**config.mk**
```make
export PLATFORM = sky130hd
export DESIGN_NAME = imm_encoder_flat
export DESIGN_NICKNAME = d
export VERILOG_FILES = /design/src/rtl/imm_encoder_if.sv /design/src/rtl/imm_encoder.sv /design/src/flat_wrapper.sv
export SDC_FILE = /design/constraint.sdc
export NUM_CORES = 1
export LEC_CHECK = 0
export BUFFER_PORTS_ARGS = -buffer_cell sky130_fd_sc_hd__buf_2
export CORE_ASPECT_RATIO = 1.2
export CORE_MARGIN = 2
export CORE_UTILIZATION = 45
export CTS_CLUSTER_SIZE = 16
export DETAILED_ROUTE_END_ITERATION = 16
export GPL_TIMING_DRIVEN = 1
export PLACE_DENSITY = 0.8
export SYNTH_ARGS = -nofsm -noshare
export SYNTH_HDL_FRONTEND = slang
export SYNTH_SLANG_ARGS = --single-unit
```
**constraint.sdc**
```tcl
create_clock -name clk -period 5 [get_ports clk]
set_clock_uncertainty 0.2 [all_clocks]
set_input_delay 1.25 -clock clk [delete_from_list [all_inputs] [get_ports clk]]
set_output_delay 1.25 -clock clk [all_outputs]
set_load 0.03 [all_outputs]
```
**src/rtl/imm_encoder_if.sv**
```systemverilog
// imm_encoder_if: handshake/data bundle for the immediate encoder.
//   Producer side: in_valid, in_instr, in_immSrc, in_imm -> in_ready back.
//   Consumer side: out_valid, out_instr, out_rangeErr, err_count -> out_ready back.
//   master: the block driving beats in and consuming results (loader / testbench).
//   slave : the encoder itself.
interface imm_encoder_if;
  localparam int InstrBusBits  = 32;
  localparam int DataBusBits   = 64;
  localparam int ImmSrcBusBits = 3;

  logic                     in_valid;
  logic                     in_ready;
  logic [InstrBusBits-1:0]  in_instr;
  logic [ImmSrcBusBits-1:0] in_immSrc;
  logic [DataBusBits-1:0]   in_imm;

  logic                     out_valid;
  logic                     out_ready;
  logic [InstrBusBits-1:0]  out_instr;
  logic                     out_rangeErr;
  logic [7:0]               err_count;

  modport master (
    output in_valid, in_instr, in_immSrc, in_imm, out_ready,
    input  in_ready, out_valid, out_instr, out_rangeErr, err_count
  );

  modport slave (
    input  in_valid, in_instr, in_immSrc, in_imm, out_ready,
    output in_ready, out_valid, out_instr, out_rangeErr, err_count
  );
endinterface

```
**src/rtl/imm_encoder.sv**
```systemverilog
// imm_encoder: scatters a 64-bit two's-complement immediate into the I/S/B/U/J
// field positions of a 32-bit instruction template and flags immediates the
// selected format cannot represent. Results are queued in a 2-entry FIFO.
//   clk    : single clock, rising edge
//   reset  : synchronous, active-high
//   bus    : imm_encoder_if.slave (input beat handshake, output FIFO head,
//            saturating 8-bit count of accepted out-of-range beats)
//
// count | meaning
// 0     | empty, out_valid=0, in_ready=1
// 1     | one entry, out_valid=1, in_ready=1 (push+pop holds at 1)
// 2     | full, out_valid=1, in_ready=0
module imm_encoder (
  input  logic          clk,
  input  logic          reset,
  imm_encoder_if.slave  bus
);
  localparam int InstrBusBits  = 32;
  localparam int DataBusBits   = 64;
  localparam int ImmSrcBusBits = 3;

  localparam logic [ImmSrcBusBits-1:0] ImmSrcIType = 3'd0;
  localparam logic [ImmSrcBusBits-1:0] ImmSrcSType = 3'd1;
  localparam logic [ImmSrcBusBits-1:0] ImmSrcBType = 3'd2;
  localparam logic [ImmSrcBusBits-1:0] ImmSrcUType = 3'd3;
  localparam logic [ImmSrcBusBits-1:0] ImmSrcJType = 3'd4;

  localparam int EntryBits = InstrBusBits + 1;

  logic [InstrBusBits-1:0] enc_instr;
  logic                    enc_err;
  logic [DataBusBits-1:0]  imm;

  logic [EntryBits-1:0] fifo_mem [2];
  logic                 wr_ptr;
  logic                 rd_ptr;
  logic [1:0]           count;
  logic [7:0]           err_cnt;
  logic                 push;
  logic                 pop;

  assign imm = bus.in_imm;

  // Range checks compare the full 64-bit value against the sign extension of
  // the representable slice, so any stray upper bit is an error.
  always_comb begin
    enc_instr = bus.in_instr;
    enc_err   = 1'b0;
    case (bus.in_immSrc)
      ImmSrcIType: begin
        enc_instr[31:20] = imm[11:0];
        enc_err          = (imm != {{52{imm[11]}}, imm[11:0]});
      end
      ImmSrcSType: begin
        enc_instr[31:25] = imm[11:5];
        enc_instr[11:7]  = imm[4:0];
        enc_err          = (imm != {{52{imm[11]}}, imm[11:0]});
      end
      ImmSrcBType: begin
        enc_instr[31]    = imm[12];
        enc_instr[30:25] = imm[10:5];
        enc_instr[11:8]  = imm[4:1];
        enc_instr[7]     = imm[11];
        enc_err          = (imm != {{51{imm[12]}}, imm[12:0]}) || imm[0];
      end
      ImmSrcUType: begin
        enc_instr[31:12] = imm[31:12];
        enc_err          = (imm[11:0] != 12'd0) ||
                           (imm != {{32{imm[31]}}, imm[31:0]});
      end
      ImmSrcJType: begin
        enc_instr[31]    = imm[20];
        enc_instr[30:21] = imm[10:1];
        enc_instr[20]    = imm[11];
        enc_instr[19:12] = imm[19:12];
        enc_err          = (imm != {{43{imm[20]}}, imm[20:0]}) || imm[0];
      end
      default: begin
        enc_err = 1'b1;
      end
    endcase
  end

  // Handshake flags depend only on the registered count, so out_ready never
  // reaches in_ready combinationally.
  assign bus.in_ready  = (count != 2'd2);
  assign bus.out_valid = (count != 2'd0);

  assign push = bus.in_valid && bus.in_ready;
  assign pop  = bus.out_valid && bus.out_ready;

  // Storage carries no reset; stale entries are unreachable once count is 0.
  always_ff @(posedge clk) begin
    if (push && !reset) begin
      fifo_mem[wr_ptr] <= {enc_err, enc_instr};
    end
  end

  always_ff @(posedge clk) begin
    if (reset) begin
      wr_ptr  <= 1'b0;
      rd_ptr  <= 1'b0;
      count   <= 2'd0;
      err_cnt <= 8'd0;
    end else begin
      if (push) begin
        wr_ptr <= ~wr_ptr;
      end
      if (pop) begin
        rd_ptr <= ~rd_ptr;
      end
      case ({push, pop})
        2'b10:   count <= count + 2'd1;
        2'b01:   count <= count - 2'd1;
        default: count <= count;
      endcase
      // Driven from the encoder output of the accepted beat, never from the
      // FIFO head, so an empty head cannot leak X into the counter.
      if (push && enc_err && (err_cnt != 8'hFF)) begin
        err_cnt <= err_cnt + 8'd1;
      end
    end
  end

  assign bus.out_instr    = fifo_mem[rd_ptr][InstrBusBits-1:0];
  assign bus.out_rangeErr = fifo_mem[rd_ptr][InstrBusBits];
  assign bus.err_count    = err_cnt;
endmodule

```
**src/flat_wrapper.sv**
```systemverilog
// flat-port wrapper written by rule: the top's interface ports become plain ports
module imm_encoder_flat 
  (clk, reset, bus_in_valid, bus_in_instr, bus_in_immSrc, bus_in_imm, bus_out_ready, bus_in_ready, bus_out_valid, bus_out_instr, bus_out_rangeErr, bus_err_count);
  imm_encoder_if bus_i ();
  input  logic clk;
  input  logic reset;
  input wire logic [$bits(bus_i.in_valid)-1:0] bus_in_valid;
  input wire logic [$bits(bus_i.in_instr)-1:0] bus_in_instr;
  input wire logic [$bits(bus_i.in_immSrc)-1:0] bus_in_immSrc;
  input wire logic [$bits(bus_i.in_imm)-1:0] bus_in_imm;
  input wire logic [$bits(bus_i.out_ready)-1:0] bus_out_ready;
  output wire logic [$bits(bus_i.in_ready)-1:0] bus_in_ready;
  output wire logic [$bits(bus_i.out_valid)-1:0] bus_out_valid;
  output wire logic [$bits(bus_i.out_instr)-1:0] bus_out_instr;
  output wire logic [$bits(bus_i.out_rangeErr)-1:0] bus_out_rangeErr;
  output wire logic [$bits(bus_i.err_count)-1:0] bus_err_count;
  assign bus_i.in_valid = bus_in_valid;
  assign bus_i.in_instr = bus_in_instr;
  assign bus_i.in_immSrc = bus_in_immSrc;
  assign bus_i.in_imm = bus_in_imm;
  assign bus_i.out_ready = bus_out_ready;
  assign bus_in_ready = bus_i.in_ready;
  assign bus_out_valid = bus_i.out_valid;
  assign bus_out_instr = bus_i.out_instr;
  assign bus_out_rangeErr = bus_i.out_rangeErr;
  assign bus_err_count = bus_i.err_count;
  imm_encoder u_core (.clk(clk), .reset(reset), .bus(bus_i));
endmodule
```
=== Word level (Yosys, flattened, before mapping) ===
Memories as Yosys holds them, arrays and structs flattened. A register that Yosys moved wholly into a read port is not among the register bits.
Index checks and enable logic that the tools add are counted.

* Memories kept: 1
* Output and inout bits: 43
* Register bits after elaboration: 12
* Input bits: 103
* Logic and storage cells: 47
* RAM bits: 66

{| class="wikitable"
|+ Memories
! memory !! words !! bits a word !! read ports !! clocked after Yosys merged registers in !! wr ports !! RTL line !! source
|-
| u_core.fifo_mem || 2 || 33 || 1 || 1 || 1 || imm_encoder.sv:34 || <nowiki>logic [EntryBits-1:0] fifo_mem [2];</nowiki>
|}

* Muxes and demuxes: 10
* Equal/unequal tests: 12
* Reduce and logical (&&, ||, !) cells: 15
* Bitwise gates (word level): 2
* $add $sub $neg: 3

{| class="wikitable"
|+ Operators by type and width
! operator !! count
|-
| $ne A52 B52 Y1 || 1
|-
| $ne A51 B51 Y1 || 1
|-
| $ne A43 B43 Y1 || 1
|-
| $ne A32 B32 Y1 || 1
|-
| $pmux W7 S4 || 1
|-
| $pmux W5 S3 || 1
|-
| $reduce_bool A12 Y1 || 1
|-
| $pmux W5 S2 || 1
|-
| $add A8 B1 Y8 const B || 1
|-
| $mux W8 || 1
|-
| $ne A8 B8 Y1 const B || 1
|-
| $eq A3 B2 Y1 const B || 2
|-
| $logic_and A1 B1 Y1 || 5
|-
| $mux W1 || 4
|-
| $pmux W1 S4 || 1
|-
| $pmux W2 S2 || 1
|-
| $reduce_bool A2 Y1 || 2
|-
| $reduce_or A2 Y1 || 2
|-
| $eq A3 B1 Y1 const B || 1
|-
| $eq A3 B3 Y1 const B || 1
|-
| $logic_not A3 Y1 || 1
|-
| $logic_or A1 B1 Y1 || 3
|-
| $add A2 B1 Y2 const B || 1
|-
| $eq A2 B1 Y1 const B || 1
|-
| other kinds (5) || 6
|}

=== Logic depth before layout (Yosys ltp) ===
* Depth in word-level cells: 5
* Depth in mapped cells: 9
* Depth with buffers taken out: 8

=== Worst setup path before layout ===
Ideal clock, no wire load.

* Path kind: input-to-reg
* From: input bus_in_valid
* To: memory u_core.fifo_mem[1][0] (netlist name) (enable)
* Setup slack: 355 ps
* Required time: 4329 ps
* Path buffers: 1
* Stages: 3
* Setup time: 471 ps
* Arrival: 3974 ps
* Cell sequence: nand2_1 > buf_2 > nor3b_1

* Cells in the longest elaborated chain, start to end: 4

{| class="wikitable"
|+ Ends and longest elaborated chain
! item !! RTL line !! source
|-
| start, declared || flat_wrapper.sv:7 || <nowiki>input wire logic [$bits(bus_i.in_valid)-1:0] bus_in_valid;</nowiki>
|-
| $logic_and A1 B1 Y1 || imm_encoder.sv:89 || <nowiki>assign push = bus.in_valid && bus.in_ready;</nowiki>
|-
| $logic_and A1 B1 Y1 || imm_encoder.sv:94 || <nowiki>if (push && !reset) begin</nowiki>
|-
| $mux W1 || imm_encoder.sv:94 ||
|-
| $mux W1 (not written as such) || imm_encoder.sv:95 || <nowiki>fifo_mem[wr_ptr] <= {enc_err, enc_instr};</nowiki>
|-
| end, declared || imm_encoder.sv:34 ||
|}

Every way passes these cells.

=== Final worst setup path ===
* From: input bus_in_imm[31]
* To: register u_core.err_cnt[0], in the netlist u_core.bus.err_count[0]

* Cells in the longest elaborated chain, start to end: 5
* Elaborated cells on any way between the ends: 10
* Classes of those cells: eq/ne: 4; mux: 1; reduce/logical: 5

{| class="wikitable"
|+ Ends and longest elaborated chain
! item !! RTL line !! source
|-
| start, declared || flat_wrapper.sv:10 || <nowiki>input wire logic [$bits(bus_i.in_imm)-1:0] bus_in_imm;</nowiki>
|-
| $ne A51 B51 Y1 (tied with other cells) || imm_encoder.sv:64 || <nowiki>enc_err = (imm != {{51{imm[12]}}, imm[12:0]}) || imm[0];</nowiki>
|-
| $logic_or A1 B1 Y1 (on tied branches) || imm_encoder.sv:64, imm_encoder.sv:68, imm_encoder.sv:76 ||
|-
| $pmux W1 S4 * || imm_encoder.sv:49 || <nowiki>case (bus.in_immSrc)</nowiki>
|-
| $logic_and A1 B1 Y1 * (2 in a row) || imm_encoder.sv:119 || <nowiki>if (push && enc_err && (err_cnt != 8'hFF)) begin</nowiki>
|-
| end signal, assigned || imm_encoder.sv:120 || <nowiki>err_cnt <= err_cnt + 8'd1;</nowiki>
|-
| end, declared || imm_encoder.sv:38 || <nowiki>logic [7:0] err_cnt;</nowiki>
|}

Mark *: on every way between the ends. The rest lies on a longest branch, timed or not.
A chain may end at the register's enable or synchronous reset.

==> run summary <==
Sequential element share of the synthesized area: 0.526
Tightest slew margin relative to the limit: 0.450
Number of nets in the synthesized netlist: 472
Global-route wire length before repair: 16.4 mm
Overall power: 2.04 mW
Number of port buffers: 145
Floorplan die area: 10,300 um2
Post-synthesis cell area: 4260 um2
Pin count of the biggest net entering global routing: 34
Kind of start point of the critical path: input port
Final Instance Count excl. Fillers: 631
# IOs: 146
PwrDens: 384 nW/um2
Result of the run: completed
Count of final max-slew check failures: 0
Final routed wire length divided by cell count: 16.2 um
Proportion of synthesized flip-flops having asynchronous set or reset: 0
Top_reg_cell synth: sky130_fd_sc_hd__edfxtp_1
Area of the core: 9130 um2
Clk Latency, worst-skew pair: 350 ps
Worst reg-to-reg setup slack: 2490 ps
Vias per inst: 5.66
Post-route DRC violation count: 0
H-tree lvl count: 3
Worst vdd ir: 0.178 mV
Layout cells sized above 1: 0.443
Number of vias in the routed layout: 3,571
Filler Cell Count: 812
Worst path required time: 5030 ps
CTS tree: done
Post-Route Setup TNS: 0 ps
Sink count of the clock tree: 79
Register clock-pin slew on the reported worst setup and hold paths: 70 ps
Fin. Hold Viols: 0
Horizontal extent of the die: 92.8 um
Cell Rows: 38
Number of cells on the worst reg-to-reg path: 4
Arrival time at the worst endpoint: 3630 ps
Overflow after GRT: 0
Clock buffer count from CTS: 9
Height of the chip: 111 um
Max clock buf depth: 2
Count of hold buffers inserted by post-cts repair: 0
Cell at the root of the clock tree: sky130_fd_sc_hd__clkbuf_8
Number of setup buffers added after CTS: 0
Worst Hold Class: register to register
Pre-CTS setup slack: 1040 ps
Yosys warnings: 0
Distinct cell type count of the synthesized netlist: 54
Vias in the first global route: 3,575
Post-detailed-routing wire length: 10.2 mm
Crit end category: register
Total placed cells including tap cells: 614
HPWL after detailed placement: 7.55 mm
Detailed-router iteration count before antenna repair: 5
Crit path setup slack, layout: 1400 ps
Number of antenna violations at the first check in global routing: 1
Finished Core Util: 0.582
Area delta synth->final: 24.8%
Number of flops mapped to enable cells by yosys: 66
Mapped Cells: 367
Routed Antenna Nets: 0
NumNets Final: 610
Origin of the critical flop-to-flop path: u_core.count[0]
Final setup fails: 0
Post-route minimum period: 3600 ps
Worst hold path startpoint: u_core.bus.err_count[1]
Static leakage: 2.03 nW
Classification of the worst setup path: input port to register
Count of cells along the worst hold path: 2
Achievable clock frequency: 0.278 GHz
Hold EP: u_core.bus.err_count[1]
Share of the clock period used by the worst path after layout: 0.720
Initial core utilization: 0.467
Starting DRT DRC Count: 229
Final GP Congestion: 0.935
Quantity of gates resized following cts: 0
Yosys reg bits: 79
# Max-Cap Violations: 0
Area used by sequential logic in the layout: 2240 um2
RSZ-0062 raised after global routing: false
Total GRT Usage: 0.201
Most common cell after layout, fill and taps aside: sky130_fd_sc_hd__buf_2
Worst Max-Slew Pin Slew: 825 ps
Commonest cells after routing, fill and taps aside: sky130_fd_sc_hd__buf_2, sky130_fd_sc_hd__edfxtp_1, sky130_fd_sc_hd__mux2_2
R2R Path End: u_core.fifo_mem[1][3]
Avg Synthesized Cell Area: 11.6 um2
Largest fanout on the critical path: 9
Area used by multi-input combinational logic: 1910 um2
layer usage:
layer | GRT usage | vias to the layer above | part of all wire
met5 | 0 | - | 0
met4 | 0.116 | 0 | 0.034
met3 | 0.0368 | 23 | 0.055
met2 | 0.356 | 137 | 0.52
met1 | 0.221 | 1709 | 0.39
li1 | - | 1702 | -
power by group:
part           leakage [nW]  switching [mW]  internal [mW]  total [mW]
logic                  1.20           0.388          0.252       0.641
registers             0.711          0.0654          0.797       0.862
clock network         0.120           0.227          0.309       0.536
cell usage after synthesis, drive strengths merged (2+ instances only):
| master | n | share of area |
|---|---|---|
| a221oi | 2 | 0.0041 |
| or4 | 6 | 0.011 |
| nor2b | 10 | 0.015 |
| nand2 | 19 | 0.017 |
| ha | 2 | 0.0059 |
| a22o | 6 | 0.012 |
| o31ai | 2 | 0.0035 |
| nand3 | 14 | 0.016 |
| nand4 | 16 | 0.023 |
| a311oi | 2 | 0.0056 |
| a21o | 2 | 0.0035 |
| o211ai | 2 | 0.0035 |
| xor2 | 3 | 0.0062 |
| o22ai | 3 | 0.0044 |
| clkbuf | 16 | 0.014 |
| a31oi | 3 | 0.0044 |
| nor4 | 12 | 0.023 |
| a22oi | 7 | 0.012 |
| and3 | 5 | 0.0073 |
| nand2b | 6 | 0.0088 |
| o21ai | 7 | 0.0082 |
| mux2 | 51 | 0.14 |
| xnor2 | 3 | 0.0062 |
| mux2i | 5 | 0.012 |
| a21oi | 11 | 0.013 |
| nor3 | 12 | 0.017 |
| nor4b | 2 | 0.0041 |
| inv | 7 | 0.0062 |
| a211oi | 6 | 0.012 |
| or3 | 3 | 0.0047 |
| nor2 | 29 | 0.026 |
| edfxtp | 66 | 0.47 |
| dfxtp | 13 | 0.061 |
| buf | 5 | 0.0065 |
worst max-delay path, cell delays in order:
cell and delay, ps:
sky130_fd_sc_hd__buf_2 110, sky130_fd_sc_hd__nor4_1 340, sky130_fd_sc_hd__nand4_1 170, sky130_fd_sc_hd__or4_1 470, sky130_fd_sc_hd__a2111oi_4 320, sky130_fd_sc_hd__a211oi_2 130
sky130_fd_sc_hd__nor3_4 400, sky130_fd_sc_hd__a311oi_2 120, sky130_fd_sc_hd__mux2_4 320
metrics by stage:
step           instance area, um2  hold slack (ps)
2_1_floorplan                4260              267
3_3_place_gp                 5080              278
3_5_place_dp                 5080              301
4_1_cts                      5310              314
5_1_grt                      5320              329
6_report                     5320              317
final cells by class:
class | count | share of cell area
Antenna cell | 1 | 0.000471
Clock buffer | 11 | 0.0285
Clock inverter | 5 | 0.0148
Inverter | 7 | 0.00494
Multi-Input combinational cell | 260 | 0.360
Sequential cell | 79 | 0.422
Tap cell | 120 | 0.0282
Timing Repair Buffer | 148 | 0.141
registers in the layout (all words and copies together), names as in the netlist, named ones only:
name                  cells
u_core.bus.err_count      8
u_core.count              2
u_core.fifo_mem          66
u_core.rd_ptr             1
u_core.wr_ptr             1
worst max-delay path by stage:
stage,to,cells past startpoint,slack [ps],from
2_1_floorplan,u_core.fifo_mem[1][0],3,360,bus_in_valid
3_3_place_gp,u_core.bus.err_count[0],9,1070,bus_in_imm[31]
3_5_place_dp,u_core.bus.err_count[0],9,1040,bus_in_imm[31]
4_1_cts,u_core.bus.err_count[0],9,1420,bus_in_imm[31]
5_1_grt,u_core.bus.err_count[0],9,1230,bus_in_imm[31]
6_report,u_core.bus.err_count[0],9,1400,bus_in_imm[31]
kinds of logic after synthesis:
group / share of synthesized area
and+or+nand+nor: 0.179
DFF: 0.526
AOI/OAI and AO/OA: 0.102
muxes: 0.147
buffers and inverters: 0.0267
xor gates and xnor gates: 0.0123
adders and majority gates: 0.00587
No activity file was read; power rests on OpenSTA's default activity.
